`config.mk`:
```
export PLATFORM = sky130hd
export DESIGN_NAME = mac_accumulator
export DESIGN_NICKNAME = d
export VERILOG_FILES = /design/src/rtl/mac_accumulator.sv
export SDC_FILE = /design/constraint.sdc
export NUM_CORES = 1
export LEC_CHECK = 0
export CORE_AREA = 4 4 148 79
export CTS_BUF_LIST = sky130_fd_sc_hd__clkbuf_4 sky130_fd_sc_hd__clkbuf_8 sky130_fd_sc_hd__clkbuf_16
export DETAILED_ROUTE_END_ITERATION = 8
export DIE_AREA = 0 0 152 83
export GPL_TIMING_DRIVEN = 0
export PLACE_DENSITY_LB_ADDON = 0.2
export SLEW_MARGIN = 15
export SYNTH_ARGS = -nofsm -noshare
export SYNTH_HDL_FRONTEND = slang
export SYNTH_SLANG_ARGS = --single-unit
```
`constraint.sdc`:
```
create_clock -name clk -period 2.6 [get_ports clk]
set_clock_uncertainty 0.05 [all_clocks]
set_input_delay 0.65 -clock clk [delete_from_list [all_inputs] [get_ports clk]]
set_output_delay 0.65 -clock clk [all_outputs]
set_load 0.1 [all_outputs]
```
`src/rtl/mac_accumulator.sv`:
```
// rtl/mac_accumulator.sv - product accumulate stage of the NPU MAC unit (optional clamp: MAC_ACC_SAT_EN)
module mac_accumulator #(
   parameter int ACC_W  = 32,
   parameter int PROD_W = 16
) (
   input  logic             clk,
   input  logic             rst_n,
   input  logic             clear,
   input  logic             in_valid,
   output logic             in_ready,
   input  logic [15:0]      in_product,
   input  logic             in_sign,
   input  logic             in_last,
   output logic             out_valid,
   input  logic             out_ready,
   output logic [ACC_W-1:0] out_acc,
   output logic             out_overflow,
   output logic             busy
);

   typedef enum logic [1:0] {IDLE, ACCUM, DRAIN} state_t;

   state_t             state;
   logic               rst_done;
   logic               s1_valid;
   logic               s1_last;
   logic               s1_sign;
   logic               s1_first;
   logic [ACC_W-1:0]   s1_ext;
   logic [ACC_W-1:0]   acc;
   logic               ovf_sticky;
   logic               frame_sign;
   logic               in_frame;

   logic [ACC_W-1:0]   ext_in;
   logic               s1_advance;
   logic               in_accept;
   logic               s2_fire;
   logic               frame_signed;
   logic [ACC_W:0]     sum_full;
   logic               ovf_now;
   logic [ACC_W-1:0]   acc_next;

   assign ext_in = in_sign ? {{(ACC_W-PROD_W){in_product[PROD_W-1]}}, in_product}
                           : {{(ACC_W-PROD_W){1'b0}}, in_product};

   // S1 may only hand a last beat to S2 when the result slot can take it
   assign s1_advance   = s1_valid & ~(s1_last & out_valid & ~out_ready);
   assign in_ready     = rst_done & ~clear & (~s1_valid | s1_advance);
   assign in_accept    = in_valid & in_ready;
   assign s2_fire      = s1_valid & s1_advance & ~clear;
   assign frame_signed = s1_first ? s1_sign : frame_sign;
   assign sum_full     = {1'b0, acc} + {1'b0, s1_ext};
   assign ovf_now      = frame_signed
                         ? ((acc[ACC_W-1] == s1_ext[ACC_W-1]) & (sum_full[ACC_W-1] != acc[ACC_W-1]))
                         : sum_full[ACC_W];
   assign busy         = (state != IDLE);

   // Next accumulator value: plain wrap, or clamp-and-hold once the frame has overflowed
   always_comb begin
      acc_next = sum_full[ACC_W-1:0];
`ifdef MAC_ACC_SAT_EN
      if (ovf_sticky) begin
         acc_next = acc;
      end else if (ovf_now) begin
         if (!frame_signed)
            acc_next = {ACC_W{1'b1}};
         else if (acc[ACC_W-1])
            acc_next = {1'b1, {(ACC_W-1){1'b0}}};
         else
            acc_next = {1'b0, {(ACC_W-1){1'b1}}};
      end
`endif
   end

   // Hold in_ready low for the first clock after reset release
   always_ff @(posedge clk or negedge rst_n) begin
      if (!rst_n) rst_done <= 1'b0;
      else        rst_done <= 1'b1;
   end

   // Stage 1: register the extended beat, its tag bits and whether it opens a frame
   always_ff @(posedge clk or negedge rst_n) begin
      if (!rst_n) begin
         s1_valid <= 1'b0;
         s1_last  <= 1'b0;
         s1_sign  <= 1'b0;
         s1_first <= 1'b0;
         s1_ext   <= '0;
      end else if (clear) begin
         s1_valid <= 1'b0;
      end else if (in_accept) begin
         s1_valid <= 1'b1;
         s1_last  <= in_last;
         s1_sign  <= in_sign;
         s1_first <= ~in_frame;
         s1_ext   <= ext_in;
      end else if (s1_advance) begin
         s1_valid <= 1'b0;
      end
   end

   // Tracks frame boundaries on the input side so S1 knows which beat sets the frame sign
   always_ff @(posedge clk or negedge rst_n) begin
      if (!rst_n)         in_frame <= 1'b0;
      else if (clear)     in_frame <= 1'b0;
      else if (in_accept) in_frame <= ~in_last;
   end

   // Stage 2: accumulate, collect overflow, restart on the last beat
   always_ff @(posedge clk or negedge rst_n) begin
      if (!rst_n) begin
         acc        <= '0;
         ovf_sticky <= 1'b0;
         frame_sign <= 1'b0;
      end else if (clear) begin
         acc        <= '0;
         ovf_sticky <= 1'b0;
      end else if (s2_fire) begin
         frame_sign <= frame_signed;
         if (s1_last) begin
            acc        <= '0;
            ovf_sticky <= 1'b0;
         end else begin
            acc        <= acc_next;
            ovf_sticky <= ovf_sticky | ovf_now;
         end
      end
   end

   // Result slot: load on a retiring last beat, empty on pop or clear
   always_ff @(posedge clk or negedge rst_n) begin
      if (!rst_n) begin
         out_valid    <= 1'b0;
         out_acc      <= '0;
         out_overflow <= 1'b0;
      end else if (clear) begin
         out_valid <= 1'b0;
      end else if (s2_fire & s1_last) begin
         out_valid    <= 1'b1;
         out_acc      <= acc_next;
         out_overflow <= ovf_sticky | ovf_now;
      end else if (out_valid & out_ready) begin
         out_valid <= 1'b0;
      end
   end

   // Frame state: open frame, or last beat waiting for the result slot
   always_ff @(posedge clk or negedge rst_n) begin
      if (!rst_n) begin
         state <= IDLE;
      end else if (clear) begin
         state <= IDLE;
      end else if (in_accept & ~in_last) begin
         state <= ACCUM;
      end else if (s1_valid & s1_last & ~s1_advance) begin
         state <= DRAIN;
      end else if (s1_valid & s1_last & s1_advance) begin
         state <= IDLE;
      end
   end

endmodule

```
==> results.json <==
{
  "crit_path_end_kind": "flop",
  "clk_pin_slew_ns": 0.07,
  "start_util_pct": 49.5,
  "setup_tns_ns": -3.51,
  "min_period_ns": 2.83,
  "avgSynthCellArea_um2": 10.9,
  "fp.dieH_um": 83,
  "h-tree-depth": 3,
  "via_per_inst": 5.82,
  "yosysSeqAreaShare_pct": 44.6,
  "crit_path_frequent_cell": "nand4_1",
  "finalWeightedCongestion": 0.885,
  "clockBufferDepth": 2,
  "fillers": 754,
  "cts_hold_buf": 0,
  "drv_cap": 0,
  "dp_slack_ns": -0.753,
  "antenna_found_initial": 0,
  "slew_headroom_pct": 33.9,
  "ant_nets": 0,
  "synth_ff_type": "dfrtp_1",
  "placed_cells": 680,
  "portBuffers": 57,
  "finalPower_mw": 6.31,
  "synth_edf_count": 0,
  "pin_count": 59,
  "rows": 27,
  "grt_max_degree": 63,
  "critPathLaunchType": "flop",
  "first_global_vias": 4298,
  "grt_usage_pct": 21.7,
  "p_leak_nw": 3.31,
  "layout-drive-gt1-share_pct": 35.2,
  "wl_per_cell_um": 19.6,
  "dieArea_um2": 12600,
  "slew_violations": 0,
  "violations": "negative setup slack",
  "fin_cells": 739,
  "cp.required_ns": 2.79,
  "dp_hpwl_um": 9100,
  "grt_pass1_wl_um": 22200,
  "cp_max_fo": 7,
  "hold_viol": 0,
  "clk_latency_ns": 0.36,
  "whs_ns": 0.186,
  "synth_nets": 533,
  "hold_class": "input port to async pin",
  "crit_buf_inv": 2,
  "synthDistinctLibCells": 57,
  "drc_errors": 0,
  "root_buffer": "clkbuf_16",
  "die_w_um": 152,
  "first_pass_iters": 5,
  "peakVddDrop_v": 0.000492,
  "worst_slack_ns": -0.226,
  "area_growth_pct": 40.5,
  "yosysWarnings": 0,
  "cp_slowest_cell": "dfrtp_1",
  "num_vias": 4301,
  "syn_inst": 477,
  "num-nets-final": 645,
  "overflow": 0,
  "crit_chain": "ha_4, buf_6, nand4_1, inv_2, nand4_1, o31ai_4, a21oi_2, o311ai_1, a21oi_1, xnor2_1, mux2_2",
  "seq_area_um2": 2340,
  "placeableCoreArea_um2": 10500,
  "antenna_cells": 0,
  "multi_input_area_um2": 3340,
  "crit_family": "compound AO/OA/AOI/OAI gates",
  "tightest_slew_ns": 0.989,
  "rsz0062_at_grt": "yes",
  "outcome": "complete, but fails checks",
  "cts_tree": "built",
  "ys_ff_latch": 93,
  "criticalPathCategory": "flop to flop",
  "min_period_over_period_pct": 109,
  "power_density_nw_per_um2": 861,
  "finalWirelength_um": 14400,
  "slowest_delay_ns": 0.41,
  "cts_num_sinks": 93,
  "async_reset_ff_share_pct": 100,
  "worstPathArrival_ns": 3.02,
  "setup_viol": 31,
  "cts_made_buffers": 9,
  "synth_area_um2": 5210,
  "max_freq_ghz": 0.354,
  "first_iter_violations": 270
}
-- per-layer routing --
layer / part of all wire [%] / GRT usage (%) / vias up
li1: - / - / 1972
met1: 49 / 32.8 / 2130
met2: 43 / 31.7 / 176
met3: 6.1 / 5.31 / 23
met4: 1.6 / 4.49 / 0
met5: 0 / 0 / -
-- power breakdown --
part	internal [mW]	switching, mW	total (mW)
clock network	0.868	0.595	1.46
registers	1.72	0.183	1.90
logic	0.891	2.05	2.94
-- cell usage after synthesis (all sizes together) (2+ instances only) --
master / n / area (µm²)
a211oi: 2 / 32.5
or3: 3 / 18.8
nand3b: 3 / 22.5
xnor2: 20 / 175
dfrtp: 93 / 2330
xor2: 9 / 78.8
a22o: 26 / 229
inv: 12 / 45.0
nand3: 6 / 30.0
and3: 4 / 26.3
o31ai: 4 / 62.6
buf: 4 / 45.0
clkbuf: 18 / 68.8
a21oi: 42 / 225
nand2: 34 / 128
nor2: 19 / 71.3
nor3: 2 / 10.0
mux2i: 3 / 30.0
o311a: 2 / 31.3
nand2b: 5 / 31.3
nand4: 7 / 43.8
o211ai: 5 / 42.5
o21bai: 7 / 52.6
ha: 32 / 400
a221oi: 2 / 30.0
a31oi: 3 / 25.0
a21o: 15 / 114
mux2: 44 / 495
o21ai: 36 / 184
-- path summary, 6_finish.rpt --
| kind | start | to | slack, ns | depth (start not counted) |
|---|---|---|---|---|
| worst max-delay path | acc[9] | out_acc[27] | -0.23 | 11 |
| worst min-delay path | rst_n | out_acc[23] | 0.19 | 1 |
| worst max register to register | acc[9] | out_acc[27] | -0.23 | 11 |
| worst min register to register | in_frame | s1_first | 0.41 | 1 |
| max in group asynchronous | rst_n | s1_ext[30] | 1.64 | 2 |
| min in group clk | in_frame | s1_first | 0.41 | 1 |
-- cells by family after synthesis --
| kind of cell | synth area share, % |
|---|---|
| AOI/OAI and AO/OA | 21.2 |
| DFF | 44.6 |
| and+or+nand+nor | 7.97 |
| muxes | 10.1 |
| buffers and inverters | 3.05 |
| adders and majority gates | 8.07 |
| xor gates and xnor gates | 4.87 |
| other | 0.0719 |
-- repair_timing --
action | 4_1_cts | 5_1_grt
buffers inserted | 30 | 20
endpoints found under the hold margin | 0 | 0
setup endpoints to repair | 44 | 61
gates cloned | 0 | 0
pin swaps | 27 | 27
gates resized for setup | 69 | 62
-- area by class of cell --
| cell class | instances | share of cell area (%) |
|---|---|---|
| flip-flops and latches | 93 | 31.9 |
| clock buffers | 11 | 3.28 |
| well taps | 145 | 2.48 |
| multi-input cells | 350 | 45.6 |
| inverters | 12 | 0.615 |
| repair buffers | 105 | 13.4 |
| clock inverters | 5 | 1.14 |
| plain buffers | 18 | 1.57 |
-- cell usage in the layout, fill, tap and decap left out, types with 12 or more instances in the layout --
cell and instances:
mux2_2 39, clkdlybuf4s50_1 51, buf_4 42, a21oi_1 27, nor2_1 17, ha_4 17, ha_1 12, dfrtp_1 90
o21ai_0 25, a21o_1 14, nand2_1 33, a22o_1 25
-- registers in the layout, indices dropped and copies added (netlist names) --
register / flops
s1_ext: 17
out_acc: 32
s1_last: 1
s1_first: 1
acc: 32
out_overflow: 1
frame_sign: 1
rst_done: 1
state: 2
out_valid: 1
s1_sign: 1
ovf_sticky: 1
in_frame: 1
s1_valid: 1
-- through the flow --
step,area (µm²),utilization [%]
2_1_floorplan,5240,-
3_3_place_gp,5990,56.8
3_5_place_dp,6020,57.1
4_1_cts,6880,65.2
5_1_grt,7320,69.5
6_report,7320,69.5
(Power assumes the default switching activity.)
